<file path="config.mk">
export PLATFORM = sky130hd
export DESIGN_NAME = obi_mem_arbiter
export DESIGN_NICKNAME = d
export VERILOG_FILES = /design/src/rtl/obi_mem_arbiter.sv
export SDC_FILE = /design/constraint.sdc
export NUM_CORES = 1
export LEC_CHECK = 0
export CORE_AREA = 2 2 109 111
export DETAILED_ROUTE_END_ITERATION = 6
export DIE_AREA = 0 0 111 113
export GPL_ROUTABILITY_DRIVEN = 1
export GPL_TIMING_DRIVEN = 0
export PLACE_DENSITY = 0.72
export SLEW_MARGIN = 10
export SYNTH_ARGS = -nofsm -noshare
export SYNTH_HDL_FRONTEND = slang
export SYNTH_SLANG_ARGS = --single-unit
</file>
<file path="constraint.sdc">
create_clock -name CLK -period 2.8 [get_ports CLK]
set_input_delay 0.56 -clock CLK [delete_from_list [all_inputs] [get_ports CLK]]
set_output_delay 0.56 -clock CLK [all_outputs]
set_load 0.005 [all_outputs]
</file>
<file path="src/rtl/obi_mem_arbiter.sv">
// obi_mem_arbiter
//   Shares one OBI-style memory port between instruction fetch (requester 0)
//   and load/store (requester 1). Data normally wins. The instruction side is
//   forced to win after MAX_WAIT consecutive lost cycles. An ungranted
//   selection is locked until the memory grants it. Issued transaction IDs are
//   kept in an in-order FIFO, so each response returns to its originator.
//
// Ports
//   CLK, RST_N         clock, asynchronous active-low reset
//   instr_*            fetch request/grant and response (read-only requester)
//   data_*             load/store request/grant and response
//   bus_*              shared memory port (request, grant, response)
//   outstanding_o      issued transactions still awaiting a response
//   resp_unexpected_o  sticky: a response arrived with nothing outstanding
module obi_mem_arbiter #(
    parameter int MAX_OUTSTANDING = 2,
    parameter int MAX_WAIT        = 3
) (
    input  logic        CLK,
    input  logic        RST_N,
    input  logic        instr_req_i,
    input  logic [31:0] instr_addr_i,
    output logic        instr_gnt_o,
    output logic        instr_rvalid_o,
    output logic [31:0] instr_rdata_o,
    output logic        instr_err_o,
    input  logic        data_req_i,
    input  logic        data_we_i,
    input  logic [3:0]  data_be_i,
    input  logic [31:0] data_addr_i,
    input  logic [31:0] data_wdata_i,
    output logic        data_gnt_o,
    output logic        data_rvalid_o,
    output logic [31:0] data_rdata_o,
    output logic        data_err_o,
    output logic        bus_req_o,
    output logic        bus_we_o,
    output logic [3:0]  bus_be_o,
    output logic [31:0] bus_addr_o,
    output logic [31:0] bus_wdata_o,
    input  logic        bus_gnt_i,
    input  logic        bus_rvalid_i,
    input  logic [31:0] bus_rdata_i,
    input  logic        bus_err_i,
    output logic [3:0]  outstanding_o,
    output logic        resp_unexpected_o
);

    localparam int PTR_W = (MAX_OUTSTANDING > 1) ? $clog2(MAX_OUTSTANDING) : 1;

    typedef enum logic {UNLOCKED, LOCKED} lock_state_t;

    typedef struct packed {
        logic        we;
        logic [3:0]  be;
        logic [31:0] addr;
        logic [31:0] wdata;
    } bus_cmd_t;

    lock_state_t                state_q, state_d;
    logic                       lock_data_q, lock_data_d;
    logic [3:0]                 starve_q;
    logic [3:0]                 count_q;
    logic [PTR_W-1:0]           wr_ptr_q, rd_ptr_q;
    logic [MAX_OUTSTANDING-1:0] id_mem_q;
    logic                       unexp_q;

    logic     full, empty, win_data, push, pop, head_id;
    bus_cmd_t cmd;

    assign full  = (count_q == 4'(MAX_OUTSTANDING));
    assign empty = (count_q == 4'd0);

    // Gated with RST_N so the port stays quiet while reset is held, even with
    // requests pending. No pop bypass: a full FIFO blocks issue outright.
    assign bus_req_o = RST_N & (instr_req_i | data_req_i) & ~full;

    // Winner select: a locked selection overrides arbitration.
    always_comb begin
        win_data = 1'b0;
        if (state_q == LOCKED)
            win_data = lock_data_q;
        else if (data_req_i && !(instr_req_i && starve_q == 4'(MAX_WAIT)))
            win_data = 1'b1;
    end

    // Lock FSM
    always_comb begin
        state_d     = state_q;
        lock_data_d = lock_data_q;
        case (state_q)
            UNLOCKED: if (bus_req_o && !bus_gnt_i) begin
                state_d     = LOCKED;
                lock_data_d = win_data;
            end
            LOCKED:   if (bus_gnt_i) state_d = UNLOCKED;
            default:  state_d = UNLOCKED;
        endcase
    end

    always_ff @(posedge CLK or negedge RST_N) begin
        if (!RST_N) begin
            state_q     <= UNLOCKED;
            lock_data_q <= 1'b0;
        end else begin
            state_q     <= state_d;
            lock_data_q <= lock_data_d;
        end
    end

    // Bus command mux
    always_comb begin
        cmd = '0;
        if (bus_req_o) begin
            if (win_data) cmd = '{data_we_i, data_be_i, data_addr_i, data_wdata_i};
            else          cmd = '{1'b0, 4'hF, instr_addr_i, 32'h0};
        end
    end

    assign bus_we_o    = cmd.we;
    assign bus_be_o    = cmd.be;
    assign bus_addr_o  = cmd.addr;
    assign bus_wdata_o = cmd.wdata;

    assign push        = bus_req_o & bus_gnt_i;
    assign instr_gnt_o = push & ~win_data;
    assign data_gnt_o  = push & win_data;

    // Response routing from FIFO head
    assign pop            = bus_rvalid_i & ~empty;
    assign head_id        = id_mem_q[rd_ptr_q];
    assign instr_rvalid_o = pop & ~head_id;
    assign data_rvalid_o  = pop & head_id;
    assign instr_err_o    = instr_rvalid_o & bus_err_i;
    assign data_err_o     = data_rvalid_o & bus_err_i;
    assign instr_rdata_o  = bus_rdata_i;
    assign data_rdata_o   = bus_rdata_i;

    function automatic logic [PTR_W-1:0] ptr_inc(input logic [PTR_W-1:0] p);
        return (p == PTR_W'(MAX_OUTSTANDING - 1)) ? '0 : p + 1'b1;
    endfunction

    // In-order ID FIFO
    always_ff @(posedge CLK or negedge RST_N) begin
        if (!RST_N) begin
            wr_ptr_q <= '0;
            rd_ptr_q <= '0;
            id_mem_q <= '0;
            count_q  <= '0;
        end else begin
            if (push) begin
                id_mem_q[wr_ptr_q] <= win_data;
                wr_ptr_q           <= ptr_inc(wr_ptr_q);
            end
            if (pop) rd_ptr_q <= ptr_inc(rd_ptr_q);
            case ({push, pop})
                2'b10:   count_q <= count_q + 4'd1;
                2'b01:   count_q <= count_q - 4'd1;
                default: count_q <= count_q;
            endcase
        end
    end

    // Starvation counter and unexpected-response flag
    always_ff @(posedge CLK or negedge RST_N) begin
        if (!RST_N) begin
            starve_q <= '0;
            unexp_q  <= 1'b0;
        end else begin
            if (!instr_req_i || instr_gnt_o)  starve_q <= '0;
            else if (starve_q != 4'(MAX_WAIT)) starve_q <= starve_q + 4'd1;
            if (bus_rvalid_i && empty) unexp_q <= 1'b1;
        end
    end

    assign outstanding_o     = count_q;
    assign resp_unexpected_o = unexp_q;

endmodule

</file>
* After elaboration in Yosys (flattened, before gate mapping)
Cells that the tools add are included.
** Word-level totals
- Flip-flop bits (word level) :: 15
- Word-level logic and storage cells :: 67
- Input port bits :: 140
- Output and inout port bits :: 145
** Operators by class
- Mux-type cells :: 17
- Add/subtract/negate cells :: 5
- Bitwise operators :: 16
- Magnitude comparators :: 3
- Reduce and logical (&&, ||, !) cells :: 13
- Equality and inequality tests :: 5
** Operators by type and width (number)
- $mux W69 :: 2
- $and A1 B1 Y1 :: 10
- $mux W1 :: 9
- $add A4 B1 Y4 const B :: 2
- $eq A4 B2 Y1 const B :: 2
- $mux W4 :: 2
- $pmux W4 S2 :: 1
- $logic_and A1 B1 Y1 :: 5
- $not A1 Y1 :: 5
- $logic_not A4 Y1 :: 1
- $lt A1 B2 Y1 const B :: 2
- $ne A4 B2 Y1 const B :: 1
- $reduce_bool A2 Y1 :: 2
- $sub A4 B1 Y4 const B :: 1
- $logic_not A1 Y1 :: 3
- $add A1 B1 Y1 const B :: 2
- $bwmux W2 :: 1
- $eq A2 B1 Y1 const B :: 1
- $eq A2 B2 Y1 const B :: 1
- $pmux W1 S2 :: 1
- $reduce_and A2 Y1 :: 1
- $demux W1 S1 :: 1
- $ge A1 B1 Y1 const B :: 1
- $logic_or A1 B1 Y1 :: 1
- $or A1 B1 Y1 :: 1

* Depth between registers and ports, before layout
- Word-level depth :: 10
- Depth in mapped cells :: 10
- Depth with buffers taken out :: 8

* Worst setup path after synthesis
Ideal clock, no wire load.
- Path type :: flip-flop to flip-flop
- Start point :: register count_q[0], in the netlist outstanding_o[0]
- End point :: register count_q[2], in the netlist outstanding_o[2]
- Clock period less this slack :: 2801 ps
- Stages on the path, launching flop included :: 10
- Arrival :: 2732 ps
- Library setup time :: 69 ps
- Buffers on the path :: 1
- Data required time :: 2731 ps
- Setup slack :: -1 ps
- Cells stage by stage :: dfrtp_1 > or4b_4 > nand2_2 > ha_1 > clkbuf_1 > xor2_1 > ha_1 > or4b_2 > a32o_1 > nand3_1
** Between the ends
- Longest elaborated chain between the ends :: 6
- Elaborated cells between the ends (all ways) :: 13
- Classes of those cells :: 2 x add/sub; 3 x eq/ne; 1 x mux; 5 x bitwise; 2 x reduce/logical
** Ends and longest elaborated chain
- start: declaration :: RTL line 63 : logic [3:0] count_q;
- start signal: assignment :: RTL line 157 : 2'b10: count_q <= count_q + 4'd1;
- start signal: assignment :: RTL line 158 : 2'b01: count_q <= count_q - 4'd1;
- start signal: assignment :: RTL line 159 : default: count_q <= count_q;
- $eq A4 B2 Y1 :: RTL line 71 : assign full = (count_q == 4'(MAX_OUTSTANDING));
- $not A1 Y1 :: RTL line 76 : assign bus_req_o = RST_N & (instr_req_i | data_req_i) & ~full;
- $and A1 B1 Y1 :: RTL line 76
- $and A1 B1 Y1 :: RTL line 125 : assign push = bus_req_o & bus_gnt_i;
- $eq A2 B1 Y1 / $eq A2 B2 Y1 (equally long branches) :: RTL line 156 : case ({push, pop})
- $pmux W4 S2 / $reduce_bool A2 Y1 (equally long branches)
Several ways; a longest one is shown, not always the timed one.
A chain may end at the register's enable or synchronous reset.

* Final worst setup path
- Start point :: input bus_rvalid_i
- End point :: register count_q[2], in the netlist outstanding_o[2]
** Between the ends
- Longest elaborated chain between the ends :: 3
- Elaborated cells between the ends (all ways) :: 5
- Classes of those cells :: 2 x eq/ne; 1 x mux; 1 x bitwise; 1 x reduce/logical
** Ends and longest elaborated chain
- start: declaration :: RTL line 42 : input logic bus_rvalid_i,
- $and A1 B1 Y1 * :: RTL line 130 : assign pop = bus_rvalid_i & ~empty;
- net pop :: RTL line 68 : logic full, empty, win_data, push, pop, head_id;
- $eq A2 B1 Y1 / $eq A2 B2 Y1 (equally long branches) :: RTL line 156
- $pmux W4 S2 / $reduce_bool A2 Y1 (equally long branches)
Mark *: on every way through the listed nets, which the timed path passes. The rest lies on a longest branch.

==> results.cfg <==
[outcome]
status = finished, violations left
violations = negative setup slack

[die]
dieWidth_um = 111
dieArea_sq_mm = 0.0125
row_count = 39
die_h_um = 113
fp.coreArea_sq_mm = 0.0113
ios = 285
start_util = 0.191

[cells_and_area]
syn_to_final_growth_pct = 138
diodes = 0
fin_area_sq_mm = 0.00513
nFillCells = 1131
multi_input_area_sq_mm = 0.00120
fin_util = 0.455
mostFrequentLayoutCell = clkdlybuf4s50_1
seqCellArea_sq_um = 378
drive_gt1_frac = 0.220
final_cell_mix = clkdlybuf4s50_1 (182), buf_4 (87), nand2_1 (67), dlygate4sd2_1 (57), and3_1 (34)
final_nets = 727

[synth]
netlist_top_cells_area = buf_4 (24%), dfrtp_1 (17%), nand2_1 (12%)
synth_area_sq_mm = 0.00216
synth_edf_count = 0
synth-seq-cells = 15
synth_cell_type_count = 45
synth_top_area_frac = 0.237
ys_async_sr_fraction = 1.00
synth_top_flop_cell = dfrtp_1
synth_warnings = 0
yosys.area.top_type = buf_4
ys_seq_area_frac = 0.174
syn_area_per_cell_sq_um = 7.00
synthCells = 308
syn-num-nets = 451

[place]
io_buffers = 252
hpwlAfterDp_mm = 9.74
placed_cell_area_sq_mm = 0.00486
place.gp.congestion = 0.888
pre_cts_slack_ns = -0.971

[grt]
grt_pass1_vias = 3086
antenna_found_initial = 0
grt_max_degree = 18
grt_pass1_wl_mm = 17.0
overflow = 0
gr-usage-all-layers = 0.169

[clock_network]
clk_pin_slew_ns = 0.05
cts_max_level = 1
clock_path_buffers = 2
clock-sinks = 15
root_buffer = clkbuf_16
ctsHoldBuffers = 0
cts_tree = yes
clock_latency_ns = 0.25
numCtsBuffers = 3

[drt]
wirelength_mm = 11.5
initialDrtViolationCount = 120
ant_nets = 0
first_pass_iters = 4
wl_per_cell_um = 15.8
vias_per_cell = 4.21
vias = 3059
drc = 0

[worst_setup_path]
path_class = input port to flip-flop
crit_chain = clkdlybuf4s50_1 -> o41ai_4 -> inv_1 -> ha_1 -> clkbuf_4 -> xor2_1 -> ha_1 -> or4b_2 -> a32o_1 -> nand3_1
r2r_setup_slack_ns = 0.01
cp_top_family = buffers and inverters
slowest_delay_ns = 0.65
cp_num_buf_inv = 3
path_common_cell = ha_1
reg2regPathDepth = 9
critPathSlowestCell = or4b_2
worstPathMaxFanout = 9
endpoint_kind = flip-flop
cp-start-kind = input port
crit_cells = 10
crit_arrival_ns = 2.99
crit_required_ns = 2.98

[timing]
max_slew_margin = 0.716
fin_setup_tns_ns = -0.00406
finalHoldViolations = 0
setup-violations-final = 1
slew_violations = 0
fmax_mhz = 357
grt_setup_unrepaired = yes
layout_setup_ws_ns = -0.00406
fin_crit_sh = 1.00
fin_skew_ns = 0.00392
tightest_slew_ns = 0.422
fin_crit_ns = 2.80

[power_and_ir_drop]
powerDensity_mw_per_mm2 = 420
p_leak_uw = 0.00269
ir_drop_mv = 0.507

[min_path]
hp-class = input port to asynchronous set/reset pin

[run]
cap_violations = 0
## flip-flops by register name, indices dropped and copies added (netlist names)
signal and count:
outstanding_o 4, starve_q 4, resp_unexpected_o 1, wr_ptr_q 1, lock_data_q 1, id_mem_q 2
state_q 1, rd_ptr_q 1
## worst reg2reg max path, cell delays in order, from the launching register on
cell	delay (ns)
dfrtp_2	0.42
or4b_4	0.60
nand2_4	0.14
ha_1	0.15
clkbuf_4	0.17
xor2_1	0.08
ha_1	0.22
or4b_2	0.65
a32o_1	0.24
nand3_1	0.06
## synth_stat cells (2+ instances only)
master    count
a21oi_1      34
and3_1       34
buf_2         9
buf_4        68
buf_6         3
clkbuf_1      6
dfrtp_1      15
ha_1          3
mux2_2        2
mux2i_1       3
nand2_1      67
nand3_1       2
nor2_1       19
nor2b_1       2
nor3b_1       2
o21ai_0       4
o31ai_1       2
xnor2_1       3
xor2_1        4
## metal layers
metal	wire, um	vias up	GRT usage
met1	4670	1388	0.213
met3	960	11	0.0386
met4	156	0	0.0325
li1	-	1520	-
met5	0	-	0
met2	5720	140	0.297
## per-stage QoR
step / power (uW) / hold slack [ns] / instances
4_1_cts: 2150 / 0.249 / 722
5_1_grt: 2320 / 0.219 / 726
2_1_floorplan: 1030 / 0.264 / 308
3_3_place_gp: 1740 / 0.450 / 703
3_5_place_dp: 1770 / 0.459 / 703
6_report: 2160 / 0.208 / 726
## cells by family (layout without fill, tap and decap cells)
| group | Yosys count | in the layout | synth area share |
|---|---|---|---|
| mux | 5 | 5 | 0.0244 |
| xor+xnor | 7 | 7 | 0.0284 |
| fa+ha+maj | 3 | 3 | 0.0174 |
| compound gates | 52 | 52 | 0.157 |
| buf+inv | 88 | 363 | 0.287 |
| simple gates | 138 | 138 | 0.312 |
| flops | 15 | 15 | 0.174 |
## path summary, 6_finish.rpt
| path | to | start |
|---|---|---|
| min in group CLK | resp_unexpected_o | resp_unexpected_o |
| max in group asynchronous | outstanding_o[0] | RST_N |
| hold reg to reg | resp_unexpected_o | resp_unexpected_o |
| hold / removal | starve_q[0] | RST_N |
| setup reg to reg | outstanding_o[2] | outstanding_o[0] |
| setup / recovery | outstanding_o[2] | bus_rvalid_i |
## power breakdown
part | internal, uW | switching, uW | total, uW
Sequential | 299 | 76.5 | 375
Clock | 193 | 89.1 | 282
Combinational | 884 | 614 | 1500
Total | 1380 | 780 | 2160
## what timing repair did
| item | 4_1_cts | 5_1_grt |
|---|---|---|
| cloned | 1 | 0 |
| setup buffers | 15 | 4 |
| setup endpoints to repair | 75 | 11 |
| resized for setup | 105 | 16 |
| pin swaps | 6 | 2 |
## cell type report
| type | instances | area share |
|---|---|---|
| clock buffers | 4 | 0.0154 |
| inverters | 2 | 0.00195 |
| flip-flops and latches | 15 | 0.0736 |
| multi-input cells | 205 | 0.234 |
| repair inverters | 1 | 0.000975 |
| repair buffers | 271 | 0.507 |
| plain buffers | 85 | 0.132 |
| well taps | 143 | 0.0349 |
No activity file was read; power rests on OpenSTA's default activity.
